--- config.mk ---
export PLATFORM = sky130hd
export DESIGN_NAME = shift_serializer
export DESIGN_NICKNAME = d
export VERILOG_FILES = /design/src/rtl/shift_serializer.sv
export SDC_FILE = /design/constraint.sdc
export NUM_CORES = 1
export LEC_CHECK = 0
export CORE_ASPECT_RATIO = 0.9
export CORE_UTILIZATION = 30
export DETAILED_ROUTE_END_ITERATION = 8
export PLACE_DENSITY = 0.61
export SLEW_MARGIN = 20
export SYNTH_ARGS = -nofsm -noshare
export SYNTH_HDL_FRONTEND = slang
export SYNTH_SLANG_ARGS = --single-unit
--- constraint.sdc ---
create_clock -name clock -period 0.93 [get_ports clock]
set_input_delay 0.186 -clock clock [delete_from_list [all_inputs] [get_ports clock]]
set_output_delay 0.186 -clock clock [all_outputs]
set_load 0.02 [all_outputs]
--- src/rtl/shift_serializer.sv ---
// shift_serializer: parallel-to-serial converter with load/ready handshake,
// shift stall, and a one-cycle done pulse after the final bit of each word.
//
// Ports
//   clock       rising-edge clock
//   _reset      synchronous active-low reset
//   d           parallel word to serialize (WIDTH bits)
//   load_valid  upstream has a word on d
//   load_ready  block is idle and will accept a word on the next edge
//   hold        freezes shifting while in SHIFT (no effect when idle)
//   q           serial data bit (0 when idle)
//   nq          complement of q
//   q_valid     q carries a data bit
//   done        single-cycle pulse in the cycle after the final shift
module shift_serializer #(
  parameter int unsigned WIDTH     = 8,
  parameter bit          MSB_FIRST = 1'b0
) (
  input  logic             clock,
  input  logic             _reset,
  input  logic [WIDTH-1:0] d,
  input  logic             load_valid,
  output logic             load_ready,
  input  logic             hold,
  output logic             q,
  output logic             nq,
  output logic             q_valid,
  output logic             done
);

  localparam int unsigned CNT_W = (WIDTH > 1) ? $clog2(WIDTH) : 1;
  localparam logic [CNT_W-1:0] LAST_BIT = CNT_W'(WIDTH - 1);

  typedef enum logic {
    IDLE  = 1'b0,
    SHIFT = 1'b1
  } state_t;

  state_t           state;
  logic [WIDTH-1:0] shreg;
  logic [CNT_W-1:0] cnt;
  logic [WIDTH-1:0] shreg_shifted;
  logic             out_bit;

  // Shift toward the output end with zero fill.
  assign shreg_shifted = MSB_FIRST ? {shreg[WIDTH-2:0], 1'b0}
                                   : {1'b0, shreg[WIDTH-1:1]};
  assign out_bit       = MSB_FIRST ? shreg[WIDTH-1] : shreg[0];

  // State, shift register, bit counter and done flag.
  always_ff @(posedge clock) begin
    if (!_reset) begin
      state <= IDLE;
      shreg <= '0;
      cnt   <= '0;
      done  <= 1'b0;
    end else begin
      done <= 1'b0;
      case (state)
        IDLE: begin
          if (load_valid) begin
            shreg <= d;
            cnt   <= '0;
            state <= SHIFT;
          end
        end
        SHIFT: begin
          if (!hold) begin
            shreg <= shreg_shifted;
            cnt   <= cnt + CNT_W'(1);
            if (cnt == LAST_BIT) begin
              state <= IDLE;
              done  <= 1'b1;
            end
          end
        end
        default: state <= IDLE;
      endcase
    end
  end

  // Outputs decoded purely from registered state.
  assign load_ready = (state == IDLE);
  assign q_valid    = (state == SHIFT);
  assign q          = (state == SHIFT) ? out_bit : 1'b0;
  assign nq         = ~q;

endmodule

==> results_dict.tcl, run 1 <==
set metrics [dict create \
    status "finished with violations" \
    failed_checks "setup timing" \
    numPortBuffers 16 \
    timing.rr.end "shreg[2]$_SDFFE_PN0P_" \
    critPathMaxStageDelay_ns 0.38 \
    slew_viol_final 0 \
    numCtsBuffers 3 \
    vias 552 \
    syn_nets 77 \
    antenna_found_initial 0 \
    fin_nets 105 \
    synth.top_cells.by_area "dfxtp_1, a211oi_2, mux2i_1" \
    drive_above_1_share 0.578 \
    hold_class "primary input to register" \
    synthFlopType "dfxtp_1" \
    vias_per_cell 4.80 \
    p_sw_mw 0.408 \
    critical_path_class "register to register" \
    p_leak_nw 0.412 \
    grt_pass1_wl_mm 2.33 \
    intPower_mw 0.968 \
    gp_congestion 0.713 \
    setup_viol 17 \
    finalHoldViolCount 0 \
    swShare 0.296 \
    chipWidth_um 50.7 \
    clkPwrFrac 0.261 \
    ctsLongestPathBuffers 2 \
    cp_max_fo 8 \
    dpl.hpwl_um 862 \
    yosys.area.top_type "dfxtp_1" \
    cts_tree "built" \
    start_util 0.328 \
    yosys.area.top_type_share 0.407 \
    io_pins 17 \
    max-vdd-ir-drop_v 0.000653 \
    worst_setup_path_end_kind "register" \
    rsz0062_at_grt "yes" \
    min_path_cells 3 \
    comb_power_share 0.282 \
    tightest_slew_ns 0.496 \
    power_density_nw_per_um2 1300 \
    cp.buffers_inverters 1 \
    syn_area_um2 639 \
    overflow 0 \
    worstPathCellList "buf_6, or2b_4, nand2_8, a211oi_2" \
    reg2reg_slack_ns -0.20 \
    clkSinkCount 13 \
    worstHoldStart "d[7]" \
    drtIter0Drc 6 \
    relSlewSlack 0.669 \
    clkSlewWorstSetupHoldPaths_ns 0.09 \
    routedWlPerCell_um 12.6 \
    ctsHoldBuffers 0 \
    track_usage 0.143 \
    start_kind "register" \
    ys_seq_area_frac 0.407 \
    period_minus_slack_ns 1.13 \
    grt_max_degree 12 \
    dieArea_um2 2320 \
    grt_pass1_vias 505 \
    yosysMostFrequentCell "dfxtp_1" \
    placed_area_um2 858 \
    finalClockSkew_ns 0.00816 \
    r2r-start "q_valid$_SDFF_PN0_" \
    clkLatencyLatePin_ns 0.29 \
    drc 0 \
    syn_inst 63 \
    maxCapViolations 0 \
    cp_slowest_cell "dfxtp_4" \
    p_seq_frac 0.457 \
    htreeDepth 1 \
    ys_async_sr_fraction 0 \
    ys_types 21 \
    rows 15 \
    routed_wl_mm 1.45 \
    drt-pass1-iter-count 4 \
    netlist_top_cells_count "dfxtp_1, mux2i_1, nor3_1" \
    hold_end "shreg[7]$_SDFFE_PN0P_" \
    area_delta_synth_final_pct 65.9 \
    yosysWarningCount 0 \
    finalWorstSetupSlack_ns -0.201 \
    drtAntennaViolNets 0 \
    synth-seq-cells 13 \
    fin_area_um2 1060 \
    preCtsSetupSlack_ns -0.424 \
    root_buffer "clkbuf_4" \
    crit_family "simple AND/OR/NAND/NOR gates" \
    max_freq_mhz 884 \
    fin_crit_sh 1.22 \
    syn_area_per_cell_um2 10.1 \
    coreArea_um2 1950 \
    die_y_um 45.8 \
    antenna_cells 0 \
    worstPathArrival_ns 1.28 \
    synth_edf_count 0 \
    ff2ff_path_depth 4 \
    fillers 185 \
    cp.required_ns 1.08 \
]
==> layout make-up <==
class | instances | area (um2) | area share
clock buffers | 3 | 22.5 | 0.0212
clock inverters | 1 | 5.00 | 0.00472
inverters | 3 | 11.3 | 0.0106
multi-input cells | 43 | 458 | 0.432
flip-flops and latches | 13 | 265 | 0.250
well taps | 25 | 31.3 | 0.0295
repair buffers | 27 | 268 | 0.252
==> worst max path at each step <==
stage | endpoint | cells past startpoint | from
6_report | shreg[2]$_SDFFE_PN0P_ | 4 | q_valid$_SDFF_PN0_
4_1_cts | shreg[0]$_SDFFE_PN0P_ | 4 | q_valid$_SDFF_PN0_
3_3_place_gp | shreg[2]$_SDFFE_PN0P_ | 4 | hold
2_1_floorplan | cnt[0]$_SDFFE_PN0P_ | 3 | q_valid$_SDFF_PN0_
3_5_place_dp | shreg[2]$_SDFFE_PN0P_ | 4 | hold
5_1_grt | shreg[5]$_SDFFE_PN0P_ | 5 | q_valid$_SDFF_PN0_
==> registers in the layout (all words and copies together), names as in the netlist <==
| register | flops |
|---|---|
| shreg | 8 |
| done | 1 |
| q_valid | 1 |
| cnt | 3 |
==> layout by cell type (no fill, tap or decap), drive strengths merged <==
master	instances
buf	16
dfxtp	13
clkdlybuf4s50	11
a211oi	8
mux2i	7
nor3	7
nand2	5
a21oi	4
nand3	3
clkbuf	3
inv	3
or2b	2
nor2b	2
ha	2
nor2	1
and3	1
o21ai	1
clkinv	1
==> what timing repair did <==
| item | CTS | global route |
|---|---|---|
| resized for setup | 49 | 10 |
| setup endpoints to repair | 18 | 18 |
| pin swaps | 9 | 4 |
| setup buffers | 3 | 2 |
==> worst min-delay path: stages <==
cell and delay (ns):
clkdlybuf4s50_1 0.39, nand2_1 0.06, a21oi_1 0.05
==> logic make-up after synthesis <==
kind of cell,synth area share
and+or+nand+nor,0.194
adders and majority gates,0.0391
AOI/OAI and AO/OA,0.180
muxes,0.110
buffers and inverters,0.0704
DFF,0.407
==> power by group through the flow <==
stage | logic (mW) | clock network, mW | registers [mW]
after floorplan | 0.178 | 0 | 0.631
after CTS | 0.366 | 0.376 | 0.628
after detailed placement | 0.286 | 0 | 0.631
final | 0.388 | 0.359 | 0.629
after global routing | 0.414 | 0.395 | 0.634
after global placement | 0.283 | 0 | 0.631
==> through the flow <==
stage | power (mW) | setup TNS [ns] | cells | hold slack [ns] | util
final | 1.38 | -2.68 | 115 | 0.447 | 0.544
after global routing | 1.44 | -3.13 | 115 | 0.462 | 0.544
after CTS | 1.37 | -2.40 | 113 | 0.435 | 0.519
after detailed placement | 0.917 | -6.03 | 106 | 0.474 | 0.440
after global placement | 0.913 | -5.90 | 106 | 0.471 | 0.440
after floorplan | 0.809 | -0.925 | 63 | 0.314 | -
==> layer usage <==
| layer | GRT usage | vias up | part of all wire |
|---|---|---|---|
| met2 | 0.232 | 14 | 0.49 |
| met1 | 0.167 | 258 | 0.45 |
| met5 | 0 | - | 0 |
| met3 | 0.0700 | 2 | 0.054 |
| li1 | - | 278 | - |
| met4 | 0.0500 | 0 | 0.0048 |
(Power assumes the default switching activity.)
==> inputs of run 2 (changes only) <==
--- a/config.mk
+++ b/config.mk
@@ -6,10 +6,9 @@
 export NUM_CORES = 1
 export LEC_CHECK = 0
 export CORE_ASPECT_RATIO = 0.9
-export CORE_UTILIZATION = 30
+export CORE_UTILIZATION = 41
 export DETAILED_ROUTE_END_ITERATION = 8
-export PLACE_DENSITY = 0.61
-export SLEW_MARGIN = 20
+export PLACE_DENSITY = 0.77
 export SYNTH_ARGS = -nofsm -noshare
 export SYNTH_HDL_FRONTEND = slang
 export SYNTH_SLANG_ARGS = --single-unit
==> run 2 against run 1 <==
Net effect: the flow finishes with violations (DRC, setup timing); die area fell by 26%; sequential cell count is the same; register-to-register slack gained 0.03 ns; via count decreased by 2.9%; count of clock-buffer cells in the layout increased by 1; cell count decreased by 11%; cell area decreased by 14%; non-clock buffer count decreased by 4; clock skew down 0.0070 ns; sequential share of layout area rose by 3.8 points; hold slack improved by 0.018 ns; fmax increased by 2.3%; critical endpoint is now shreg[4]$_SDFFE_PN0P_; highest routed layer is now met3.
==> results_dict.tcl, run 2 (synthesis gave the netlist of run 1 again) <==
set metrics [dict create \
    clkLatencyLatePin_ns 0.27 \
    drtIter0Drc 8 \
    largest_register_ffs 8 \
    power_density_nw_per_um2 1400 \
    cp_max_fo 8 \
    antenna_found_initial 0 \
    reg2reg_slack_ns -0.18 \
    busiest_layer "met2" \
    drtAntennaViolNets 0 \
    grt_max_degree 12 \
    slew_viol_final 0 \
    clkSlewWorstSetupHoldPaths_ns 0.08 \
    hold_class "primary input to register" \
    hold_ws_ns 0.465 \
    die_y_um 39.5 \
    routed_wl_mm 1.30 \
    cp.required_ns 1.08 \
    dpl.hpwl_um 841 \
    routedWlPerCell_um 12.8 \
    io_pins 17 \
    rows 13 \
    fin_crit_sh 1.19 \
    grt_pass1_vias 459 \
    dieArea_um2 1720 \
    finalClockSkew_ns 0.00112 \
    fin_nets 102 \
    start_kind "register" \
    setup_viol 17 \
    antenna_cells 0 \
    maxCapViolations 0 \
    ctsLongestPathBuffers 2 \
    final_common_cell "dfxtp_1" \
    setup-tns-final_ns -2.39 \
    max_freq_mhz 904 \
    cp-startpoint "q_valid$_SDFF_PN0_" \
    finalHoldViolCount 0 \
    final_util 0.633 \
    root_buffer "clkbuf_4" \
    met1_usage 0.216 \
    htreeDepth 1 \
    vias 536 \
    worstHoldStart "d[7]" \
    final_cell_mix "dfxtp_1, clkdlybuf4s50_1, mux2i_1, nor3_1, a211oi_2" \
    cts_tree "built" \
    drt-pass1-iter-count 7 \
    status "finished with violations" \
    failed_checks "DRC, setup timing" \
    placed_area_um2 838 \
    drc 4 \
    top_regs "shreg (8), cnt (3)" \
    track_usage 0.173 \
    relSlewSlack 0.703 \
    clkSinkCount 13 \
    seqCellArea_um2 264 \
    start_util 0.442 \
    coreArea_um2 1450 \
    gp_congestion 0.712 \
    worst_setup_path_end_kind "register" \
    max-vdd-ir-drop_v 0.000658 \
    period_minus_slack_ns 1.11 \
    tightest_slew_ns 0.445 \
    fin_area_um2 916 \
    p_leak_nw 0.372 \
    numPortBuffers 16 \
    vias_per_cell 5.25 \
    overflow 0 \
    chipWidth_um 43.6 \
    numCtsBuffers 3 \
    rsz0062_at_grt "yes" \
    grt_pass1_wl_mm 2.03 \
    grt_util_met2 0.287 \
    critical_path_class "register to register" \
    r2r-start "q_valid$_SDFF_PN0_" \
    multi_input_area_um2 379 \
    drive_above_1_share 0.391 \
    area_delta_synth_final_pct 43.2 \
    worstPathArrival_ns 1.25 \
    regMostFlops "shreg" \
    met3_usage 0.0415 \
    finalWorstSetupSlack_ns -0.176 \
    fillers 128 \
]
==> run 2: cell types whose count changed in the layout (fill, tap and decap cells not counted), sizes merged <==
cell    previous run  this run
clkinv             1         0
buf               16        12
nor2b              2         3
clkbuf             3         4
==> run 2: critical path: stages (launching register included) <==
cell and delay, ns:
dfxtp_4 0.38, buf_6 0.12, or2b_4 0.30, nand2_8 0.10, a211oi_2 0.07
==> run 2: final timing paths <==
check	endpoint	cells past startpoint
max reg2reg	shreg[4]$_SDFFE_PN0P_	4
max	shreg[4]$_SDFFE_PN0P_	4
min	shreg[7]$_SDFFE_PN0P_	3
min reg2reg	cnt[2]$_SDFFE_PN0P_	2
==> run 2: routing by layer <==
| layer | share of wire | wire length, um |
|---|---|---|
| met5 | 0 | 0 |
| met4 | 0 | 0 |
| met3 | 0.050 | 65 |
| met2 | 0.50 | 646 |
| met1 | 0.45 | 592 |
==> run 2: layout make-up <==
| cell class | count | share of cell area |
|---|---|---|
| well taps | 15 | 0.0205 |
| multi-input cells | 44 | 0.414 |
| repair buffers | 23 | 0.236 |
| flip-flops and latches | 13 | 0.288 |
| inverters | 3 | 0.0123 |
| clock buffers | 4 | 0.0287 |
==> run 2: stage by stage <==
step,worst slack (ns),power [mW],std cells
floorplan,-0.0992,0.809,63
global route,-0.211,1.34,102
finish,-0.176,1.28,102
CTS,-0.182,1.28,102
detailed placement,-0.428,0.913,95
global placement,-0.407,0.907,95
==> run 2: where the power goes <==
group / switching (mW) / leakage, nW / total [mW] / internal, mW
combinational: 0.144 / 0.249 / 0.314 / 0.170
sequential: 0.0238 / 0.108 / 0.619 / 0.595
clock: 0.186 / 0.0150 / 0.352 / 0.166
total: 0.354 / 0.372 / 1.28 / 0.931
==> run 2: timing repair <==
item | in CTS | in global routing
hold buffers | 0 | 0
gates cloned | 1 | 0
setup endpoints to repair | 18 | 18
gates resized for setup | 31 | 3
endpoints found under the hold margin | 0 | 0
pin swaps | 3 | 1
setup buffers | 2 | 0
